[src/rtl/calc_ctrl_if.sv]
// Keypad/button inputs and display/status outputs of the calculator controller.
interface calc_ctrl_if #(
   parameter int WIDTH = 16
);
   logic [3:0]       keypad_input;
   logic             read_input;
   logic             sign_input;
   logic [2:0]       operator_input;
   logic             equal_input;
   logic             clear_input;
   logic             complete;
   logic             busy;
   logic             overflow;
   logic [WIDTH-1:0] display_output;

   // Driver side: debouncers feed inputs, display driver consumes outputs.
   modport master (
      output keypad_input, read_input, sign_input, operator_input, equal_input, clear_input,
      input  complete, busy, overflow, display_output
   );

   // Controller side.
   modport slave (
      input  keypad_input, read_input, sign_input, operator_input, equal_input, clear_input,
      output complete, busy, overflow, display_output
   );
endinterface

[src/rtl/calc_ctrl.sv]
// Signed integer keypad calculator controller: decimal operand entry with sign,
// add/sub in one cycle, shift-add multiply, overflow flag and result chaining.
module calc_ctrl #(
   parameter int WIDTH      = 16,
   parameter int MAX_DIGITS = 5
) (
   input logic        clk,
   input logic        RST,
   calc_ctrl_if.slave bus
);
   localparam int CW = $clog2(MAX_DIGITS + 1);
   localparam int IW = $clog2(WIDTH + 1);

   localparam logic [2:0] OP_ADD = 3'b001;
   localparam logic [2:0] OP_SUB = 3'b010;
   localparam logic [2:0] OP_MUL = 3'b100;

   typedef enum logic [1:0] {S_ENTRY_A, S_ENTRY_B, S_COMPUTE, S_DONE} state_t;

   state_t                  state_q, state_d;
   logic [WIDTH-1:0]        a_mag_q, a_mag_d, b_mag_q, b_mag_d;
   logic                    a_sign_q, a_sign_d, b_sign_q, b_sign_d;
   logic [CW-1:0]           a_cnt_q, a_cnt_d, b_cnt_q, b_cnt_d;
   logic                    b_shown_q, b_shown_d;
   logic [2:0]              op_q, op_d;
   logic signed [WIDTH-1:0] result_q, result_d;
   logic                    ovf_q, ovf_d;
   logic [2*WIDTH-1:0]      acc_q, acc_d, mcand_q, mcand_d;
   logic [WIDTH-1:0]        mplier_q, mplier_d;
   logic [IW-1:0]           iter_q, iter_d;
   logic                    prod_neg_q, prod_neg_d;
   logic                    read_prev_q, read_prev_d, sign_prev_q, sign_prev_d;
   logic                    busy_q, busy_d, complete_q, complete_d;

   // Two's-complement operand value from stored magnitude and sign.
   function automatic logic signed [WIDTH-1:0] to_value(input logic [WIDTH-1:0] mag,
                                                        input logic sgn);
      to_value = sgn ? -$signed(mag) : $signed(mag);
   endfunction

   // Unsigned magnitude of a signed operand (most negative value maps to 2^(WIDTH-1)).
   function automatic logic [WIDTH-1:0] abs_u(input logic signed [WIDTH-1:0] v);
      abs_u = v[WIDTH-1] ? $unsigned(-v) : $unsigned(v);
   endfunction

   // Decimal shift-in of one digit, wrapping modulo 2^WIDTH.
   function automatic logic [WIDTH-1:0] shift_digit(input logic [WIDTH-1:0] mag,
                                                    input logic [3:0] dig);
      shift_digit = mag * WIDTH'(10) + WIDTH'(dig);
   endfunction

   logic                      read_rise, sign_rise, digit_ev, op_ok;
   logic signed [WIDTH-1:0]   a_val, b_val, neg_b, sum_val, dif_val;
   logic                      sum_ovf, dif_ovf, prod_ovf;
   logic signed [2*WIDTH-1:0] prod_val;

   assign read_rise = bus.read_input & ~read_prev_q;
   assign sign_rise = bus.sign_input & ~sign_prev_q;
   assign digit_ev  = read_rise && (bus.keypad_input <= 4'd9);
   assign op_ok     = (bus.operator_input == OP_ADD) || (bus.operator_input == OP_SUB) ||
                      (bus.operator_input == OP_MUL);

   assign a_val    = to_value(a_mag_q, a_sign_q);
   assign b_val    = to_value(b_mag_q, b_sign_q);
   assign neg_b    = -b_val;
   assign sum_val  = a_val + b_val;
   assign dif_val  = a_val - b_val;
   assign sum_ovf  = (a_val[WIDTH-1] == b_val[WIDTH-1]) && (sum_val[WIDTH-1] != a_val[WIDTH-1]);
   assign dif_ovf  = (a_val[WIDTH-1] == neg_b[WIDTH-1]) && (dif_val[WIDTH-1] != a_val[WIDTH-1]);
   assign prod_val = prod_neg_q ? -$signed(acc_q) : $signed(acc_q);
   assign prod_ovf = prod_val != {{WIDTH{prod_val[WIDTH-1]}}, prod_val[WIDTH-1:0]};

   // Next-state logic: clear first, then operator over digit, per-state event handling.
   always_comb begin
      state_d     = state_q;
      a_mag_d     = a_mag_q;
      a_sign_d    = a_sign_q;
      a_cnt_d     = a_cnt_q;
      b_mag_d     = b_mag_q;
      b_sign_d    = b_sign_q;
      b_cnt_d     = b_cnt_q;
      b_shown_d   = b_shown_q;
      op_d        = op_q;
      result_d    = result_q;
      ovf_d       = ovf_q;
      acc_d       = acc_q;
      mcand_d     = mcand_q;
      mplier_d    = mplier_q;
      iter_d      = iter_q;
      prod_neg_d  = prod_neg_q;
      read_prev_d = bus.read_input;
      sign_prev_d = bus.sign_input;

      if (bus.clear_input) begin
         state_d    = S_ENTRY_A;
         a_mag_d    = '0;
         a_sign_d   = 1'b0;
         a_cnt_d    = '0;
         b_mag_d    = '0;
         b_sign_d   = 1'b0;
         b_cnt_d    = '0;
         b_shown_d  = 1'b0;
         op_d       = '0;
         result_d   = '0;
         ovf_d      = 1'b0;
         acc_d      = '0;
         mcand_d    = '0;
         mplier_d   = '0;
         iter_d     = '0;
         prod_neg_d = 1'b0;
      end else begin
         unique case (state_q)
            S_ENTRY_A: begin
               if (op_ok) begin
                  op_d      = bus.operator_input;
                  b_mag_d   = '0;
                  b_sign_d  = 1'b0;
                  b_cnt_d   = '0;
                  b_shown_d = 1'b0;
                  state_d   = S_ENTRY_B;
               end else begin
                  if (digit_ev && (a_cnt_q < CW'(MAX_DIGITS))) begin
                     a_mag_d = shift_digit(a_mag_q, bus.keypad_input);
                     a_cnt_d = a_cnt_q + CW'(1);
                  end
                  if (sign_rise) a_sign_d = ~a_sign_q;
               end
            end
            S_ENTRY_B: begin
               if (bus.equal_input) begin
                  acc_d      = '0;
                  mcand_d    = {{WIDTH{1'b0}}, abs_u(a_val)};
                  mplier_d   = abs_u(b_val);
                  iter_d     = '0;
                  prod_neg_d = a_val[WIDTH-1] ^ b_val[WIDTH-1];
                  state_d    = S_COMPUTE;
               end else if (op_ok) begin
                  op_d = bus.operator_input;
               end else begin
                  if (digit_ev) begin
                     b_shown_d = 1'b1;
                     if (b_cnt_q < CW'(MAX_DIGITS)) begin
                        b_mag_d = shift_digit(b_mag_q, bus.keypad_input);
                        b_cnt_d = b_cnt_q + CW'(1);
                     end
                  end
                  if (sign_rise) begin
                     b_shown_d = 1'b1;
                     b_sign_d  = ~b_sign_q;
                  end
               end
            end
            S_COMPUTE: begin
               if (op_q == OP_MUL) begin
                  if (iter_q < IW'(WIDTH)) begin
                     acc_d    = mplier_q[0] ? acc_q + mcand_q : acc_q;
                     mcand_d  = mcand_q << 1;
                     mplier_d = mplier_q >> 1;
                     iter_d   = iter_q + IW'(1);
                  end else begin
                     result_d = prod_val[WIDTH-1:0];
                     ovf_d    = prod_ovf;
                     state_d  = S_DONE;
                  end
               end else if (op_q == OP_SUB) begin
                  result_d = dif_val;
                  ovf_d    = dif_ovf;
                  state_d  = S_DONE;
               end else begin
                  result_d = sum_val;
                  ovf_d    = sum_ovf;
                  state_d  = S_DONE;
               end
            end
            S_DONE: begin
               if (op_ok) begin
                  a_mag_d   = result_q;
                  a_sign_d  = 1'b0;
                  a_cnt_d   = CW'(MAX_DIGITS);
                  op_d      = bus.operator_input;
                  b_mag_d   = '0;
                  b_sign_d  = 1'b0;
                  b_cnt_d   = '0;
                  b_shown_d = 1'b0;
                  state_d   = S_ENTRY_B;
               end else if (digit_ev) begin
                  a_mag_d  = WIDTH'(bus.keypad_input);
                  a_sign_d = 1'b0;
                  a_cnt_d  = CW'(1);
                  state_d  = S_ENTRY_A;
               end
            end
            default: state_d = S_ENTRY_A;
         endcase
      end

      busy_d     = (state_d == S_COMPUTE);
      complete_d = (state_d == S_DONE);
   end

   // State and datapath registers; reset returns every output to zero at once.
   always_ff @(posedge clk or posedge RST) begin
      if (RST) begin
         state_q     <= S_ENTRY_A;
         a_mag_q     <= '0;
         a_sign_q    <= 1'b0;
         a_cnt_q     <= '0;
         b_mag_q     <= '0;
         b_sign_q    <= 1'b0;
         b_cnt_q     <= '0;
         b_shown_q   <= 1'b0;
         op_q        <= '0;
         result_q    <= '0;
         ovf_q       <= 1'b0;
         acc_q       <= '0;
         mcand_q     <= '0;
         mplier_q    <= '0;
         iter_q      <= '0;
         prod_neg_q  <= 1'b0;
         read_prev_q <= 1'b0;
         sign_prev_q <= 1'b0;
         busy_q      <= 1'b0;
         complete_q  <= 1'b0;
      end else begin
         state_q     <= state_d;
         a_mag_q     <= a_mag_d;
         a_sign_q    <= a_sign_d;
         a_cnt_q     <= a_cnt_d;
         b_mag_q     <= b_mag_d;
         b_sign_q    <= b_sign_d;
         b_cnt_q     <= b_cnt_d;
         b_shown_q   <= b_shown_d;
         op_q        <= op_d;
         result_q    <= result_d;
         ovf_q       <= ovf_d;
         acc_q       <= acc_d;
         mcand_q     <= mcand_d;
         mplier_q    <= mplier_d;
         iter_q      <= iter_d;
         prod_neg_q  <= prod_neg_d;
         read_prev_q <= read_prev_d;
         sign_prev_q <= sign_prev_d;
         busy_q      <= busy_d;
         complete_q  <= complete_d;
      end
   end

   // Display selects the operand being entered, or the result once done.
   always_comb begin
      bus.display_output = a_val;
      unique case (state_q)
         S_ENTRY_A: bus.display_output = a_val;
         S_ENTRY_B,
         S_COMPUTE: bus.display_output = b_shown_q ? b_val : a_val;
         S_DONE:    bus.display_output = result_q;
         default:   bus.display_output = a_val;
      endcase
   end

   assign bus.busy     = busy_q;
   assign bus.complete = complete_q;
   assign bus.overflow = complete_q & ovf_q;
endmodule

[src/flat_wrapper.sv]
// flat-port wrapper written by rule: the top's interface ports become plain ports
module calc_ctrl_flat 
#(
   parameter int WIDTH      = 16,
   parameter int MAX_DIGITS = 5
)
  (clk, RST, bus_keypad_input, bus_read_input, bus_sign_input, bus_operator_input, bus_equal_input, bus_clear_input, bus_complete, bus_busy, bus_overflow, bus_display_output);
  calc_ctrl_if #(.WIDTH(WIDTH)) bus_i ();
  input logic clk;
  input logic RST;
  input wire logic [$bits(bus_i.keypad_input)-1:0] bus_keypad_input;
  input wire logic [$bits(bus_i.read_input)-1:0] bus_read_input;
  input wire logic [$bits(bus_i.sign_input)-1:0] bus_sign_input;
  input wire logic [$bits(bus_i.operator_input)-1:0] bus_operator_input;
  input wire logic [$bits(bus_i.equal_input)-1:0] bus_equal_input;
  input wire logic [$bits(bus_i.clear_input)-1:0] bus_clear_input;
  output wire logic [$bits(bus_i.complete)-1:0] bus_complete;
  output wire logic [$bits(bus_i.busy)-1:0] bus_busy;
  output wire logic [$bits(bus_i.overflow)-1:0] bus_overflow;
  output wire logic [$bits(bus_i.display_output)-1:0] bus_display_output;
  assign bus_i.keypad_input = bus_keypad_input;
  assign bus_i.read_input = bus_read_input;
  assign bus_i.sign_input = bus_sign_input;
  assign bus_i.operator_input = bus_operator_input;
  assign bus_i.equal_input = bus_equal_input;
  assign bus_i.clear_input = bus_clear_input;
  assign bus_complete = bus_i.complete;
  assign bus_busy = bus_i.busy;
  assign bus_overflow = bus_i.overflow;
  assign bus_display_output = bus_i.display_output;
  calc_ctrl #(.WIDTH(WIDTH), .MAX_DIGITS(MAX_DIGITS)) u_core (.clk(clk), .RST(RST), .bus(bus_i));
endmodule
[config.mk]
export PLATFORM = sky130hd
export DESIGN_NAME = calc_ctrl_flat
export DESIGN_NICKNAME = d
export VERILOG_FILES = /design/src/rtl/calc_ctrl_if.sv /design/src/rtl/calc_ctrl.sv /design/src/flat_wrapper.sv
export SDC_FILE = /design/constraint.sdc
export NUM_CORES = 1
export LEC_CHECK = 0
export CORE_MARGIN = 2
export CORE_UTILIZATION = 40
export DETAILED_ROUTE_END_ITERATION = 8
export SETUP_SLACK_MARGIN = 0.02
export SYNTH_ARGS = -nofsm -noshare
export SYNTH_HDL_FRONTEND = slang
export SYNTH_SLANG_ARGS = --single-unit
[constraint.sdc]
create_clock -name clk -period 6.25 [get_ports clk]
set_input_delay 1.25 -clock clk [delete_from_list [all_inputs] [get_ports clk]]
set_output_delay 1.25 -clock clk [all_outputs]
set_load 0.03 [all_outputs]
* After elaboration in Yosys (flattened, before gate mapping) *
Cells that the tools add are included.

word-level totals
  flip-flop bits (word level) = 153
  word-level logic and storage cells = 200

cells by class
  magnitude comparators = 4
  muxes and demuxes = 97
  bitwise operators = 8
  equality and inequality tests = 31
  multipliers = 2
  add/sub/neg operators = 13
  reductions and logical operators = 25

operators with widths
  kind                     count
  $mux W16                 25
  $mux W32                 10
  $pmux W32 S2             2
  $pmux W16 S2             3
  $neg A16 Y16             4
  $pmux W16 S3             1
  $mux W3                  14
  $add A16 B4 Y16          2
  $add A32 B32 Y32         1
  $mul A16 B3 Y15 const B  2
  $neg A32 Y32             1
  $ne A3 B2 Y1 const B     8
  $mux W1                  23
  $mux W5                  4
  $pmux W3 S2              3
  $add A16 B16 Y16         1
  $ne A16 B16 Y1           1
  $sub A16 B16 Y16         1
  $ne A3 B3 Y1 const B     5
  $reduce_and A5 Y1        3
  $mux W2                  7
  $reduce_and A4 Y1        3
  $pmux W5 S2              1
  $reduce_bool A3 Y1       3
  other kinds (26)         52

* Longest topological paths before layout *
  word-level depth = 9
  mapped depth = 19
  mapped depth without buffers = 18

* Worst setup path after synthesis *
Ideal clock, no wire load.

  path kind = register to output
  start = register u_core.a_mag_q[1]
  end = output port bus_display_output[15]
  arrival time = 2,900 ps
  required time = 5,000 ps
  setup slack = 2,100 ps
  path buffers = 1
  cell stages (with the launch flop) = 9
  cell sequence = dfrtp_1 > or4_4 > or3_4 > o31a_1 > xnor2_1 > clkbuf_1 > o22ai_1 > a222oi_1 > inv_1

on the way
  cells in the longest elaborated chain, start to end = 4

ends and longest elaborated chain
  what                      RTL line            text
  start: declaration        calc_ctrl.sv:21     logic [WIDTH-1:0] a_mag_q, a_mag_d, b_mag_q, b_mag_d;
  start signal: assignment  calc_ctrl.sv:226    a_mag_q <= a_mag_d;
  $neg A16 Y16 *            calc_ctrl.sv:38     to_value = sgn ? -$signed(mag) : $signed(mag);
  $mux W16 *                calc_ctrl.sv:38
  $mux W16                  calc_ctrl.sv:254    S_COMPUTE: bus.display_output = b_shown_q ? b_val : a_val;
  $pmux W16 S3 *            calc_ctrl.sv:251    unique case (state_q)
  end: declaration          flat_wrapper.sv:20  output wire logic [$bits(bus_i.display_output)-1:0] bus_display_output;

Mark *: on every way between the ends. The rest lies on a longest branch, timed or not.

* Final worst setup path *
  start = register u_core.a_mag_q[0]
  end = output port bus_display_output[14]

Same word-level chain as after synthesis.

==> impl_metrics.yaml <==
job:
  cap_violations: 0
drt:
  drc: 0
  via_count: 12680
  drtIter0Drc: 993
  drt_first_pass_iters: 5
  postRouteAntennaNets: 0
  totalWireLength_mm: 41.83
  wl_per_cell_microns: 19.30
  via_per_inst: 5.852
logic_synthesis:
  async_flop_share: 1.000
  ys_seq_area_frac: 0.2739
  ys_seq_elements: 153
  avgSynthCellArea_sq_um: 8.216
  yosysTopAreaCell: "dfrtp_1"
  syn-instance-count: 1701
  synth_commonest_cells: "190 x nand2_1, 153 x dfrtp_1, 144 x o21ai_0, 130 x nor2_1, 116 x ha_1"
  synth-edff-count: 0
  synth_area_leaders: "dfrtp_1 27%, ha_1 10%, xnor2_1 6.1%"
  synth_top_area_share: 0.2739
  syn-num-nets: 1837
  synth_cell_types: 94
  synth_ff_type: "dfrtp_1"
  synth_most_common_cell: "nand2_1"
  syn_area_sq_um: 13980
  synth_warnings: 0
setup_path:
  cp.required_ps: 5000
  cp_cell_sequence: "inv_1, ha_1, or3b_1, or3_1, o21ai_0, xnor2_1, a21oi_1, o221ai_1, clkdlybuf4s50_1"
  cpMaxStageDelayCell: "clkdlybuf4s50_1"
  cp-start-kind: "flop"
  slowest_delay_ps: 720
  cp_top_family: "buffers and inverters"
  end_kind: "output pin"
  arrival_ps: 3910
  path_class: "flop to output pin"
  critPathMaxFanout: 9
  critPathBufInv: 2
final_layout:
  layout-drive-gt1-share: 0.07068
  area_growth_pct: 10.30
  post-route-util: 0.4473
  finalNonFillerCells: 2167
  fill_cells: 3400
  antennaDiodeCount: 0
  nets: 1835
  register_area_sq_um: 3829
  multi_input_area_sq_um: 9599
place:
  io_buffers: 31
  dp.cells: 2135
  hpwl_mm: 31.82
  gp_congestion: 0.9611
sta:
  max_freq_mhz: 193.8
  tightest_slew_ps: 1083
  rsz0062_at_grt: "no"
  finalCritPeriodShare: 0.8254
  hold_viol_final: 0
  slew_violations: 0
  finalSetupViolCount: 0
  tns_ps: 0
  period_needed_ps: 5159
  finClkSkew_ps: 11.02
  slew_headroom: 0.2755
floorplan:
  num_rows: 68
  io_pins: 32
  die_w_microns: 190.9
  die_height_microns: 190.9
  start_util: 0.4056
  dieArea_sq_um: 36450
  core-area_sq_um: 34460
clocking:
  cts.sinks: 153
  post_cts_buffers: 0
  clock_latency_ps: 460
  tritoncts: "yes"
  hold_buffers: 0
  ctsResizeCount: 0
  cts_buffers: 17
  cts-root-buf: "clkbuf_16"
  cts_buffer_depth: 2
  htree_levels: 4
  clk_pin_slew_worst_paths_ps: 70
power:
  power_density_nw_per_um2: 369.1
  finalPower_uw: 5690
  p_leak_uw: 0.006932
  vdd_drop_max_uv: 194.9
global_routing:
  grt_overflow: 0
  grt_pass1_vias: 12410
  grt_max_degree: 66
  grt_usage: 0.2368
  antenna_found_initial: 1
  grt_pass1_wl_mm: 67.70
outcome:
  outcome: "finished, final reports clean"
hold_path:
  min_path_type: "flop to flop"
==> final cells by class <==
| class | count | share of cell area |
|---|---|---|
| multi-input combinational | 1391 | 0.6227 |
| sequential | 153 | 0.2484 |
| tap | 455 | 0.03693 |
| timing repair buffer | 58 | 0.03295 |
| clock buffer | 17 | 0.02760 |
| inverter | 78 | 0.01948 |
| clock inverter | 15 | 0.01193 |
==> routing by layer <==
metal  wire (microns)  GRT usage  part of all wire
met5                0          0                 0
met4             1185    0.08229             0.028
met3             1812    0.03598             0.043
met2            19500     0.3892              0.47
met1            19340     0.3159              0.46
==> power by group <==
part / internal [uW] / switching [uW] / total [uW]
Combinational: 1300 / 2000 / 3300
Clock: 605 / 505 / 1110
Sequential: 1090 / 193 / 1280
==> cells in the final DEF, fill, tap and decap left out, types with 20 or more instances in the layout <==
cell type        netlist  final
inv_1                 70     69
ha_1                 116    115
o31ai_1               34     34
nand3_1               34     34
a21oi_1              109    108
nand2_1              190    190
o22ai_1               21     20
nand2b_1              22     22
a21o_1                36     36
a22o_1                55     55
clkdlybuf4s50_1        0     30
buf_4                  0     27
nor2_1               130    129
xor2_1                69     69
o21ai_0              144    144
nor3_1                33     31
dfrtp_1              153    153
xnor2_1               98     98
==> flip-flops by register name (all words and copies together), names as in the netlist, 5 cells and up <==
name and cells:
u_core.a_mag_q 16, u_core.b_mag_q 16, u_core.mplier_q 16, u_core.mcand_q 32, u_core.iter_q 5, u_core.result_q 16
u_core.acc_q 32
==> worst paths after layout <==
check                      depth (start not counted)                        endpoint  slack, ps                          start
max in group asynchronous                          3  u_core.result_q[7]$_DFFE_PP0P_       3850                            RST
max reg2reg                                       17        u_core.ovf_q$_DFFE_PP0P_       1470  u_core.b_mag_q[0]$_DFFE_PP0P_
max                                                9          bus_display_output[14]       1090  u_core.a_mag_q[0]$_DFFE_PP0P_
min                                                1   u_core.b_cnt_q[2]$_DFFE_PP0P_        490  u_core.b_cnt_q[2]$_DFFE_PP0P_
min reg2reg                                        1   u_core.b_cnt_q[2]$_DFFE_PP0P_        490  u_core.b_cnt_q[2]$_DFFE_PP0P_
min in group asynchronous                          2   u_core.a_cnt_q[0]$_DFFE_PP0P_       1250                            RST
==> metrics by stage <==
| step | worst slack (ps) | hold slack, ps | instance area, sq um |
|---|---|---|---|
| 2_1_floorplan | 878.6 | 444.2 | 13980 |
| 3_3_place_gp | 1657 | 462.3 | 14810 |
| 3_5_place_dp | 1601 | 478.5 | 14810 |
| 4_1_cts | 1092 | 487.5 | 15410 |
| 5_1_grt | 868.8 | 511.9 | 15410 |
| 6_report | 1091 | 492.0 | 15410 |
==> cells by family (layout without fill, tap and decap cells) <==
family,Yosys count,count (layout),synth area share
adder cells (fa/ha/maj),126,126,0.1161
buffers and inverters,157,168,0.04270
XOR/XNOR,174,174,0.1141
multiplexers,10,10,0.007431
flip-flops,153,153,0.2739
AO/OA/AOI/OAI,558,558,0.2693
AND/OR/NAND/NOR,523,523,0.1765
No activity file was read; power rests on OpenSTA's default activity.
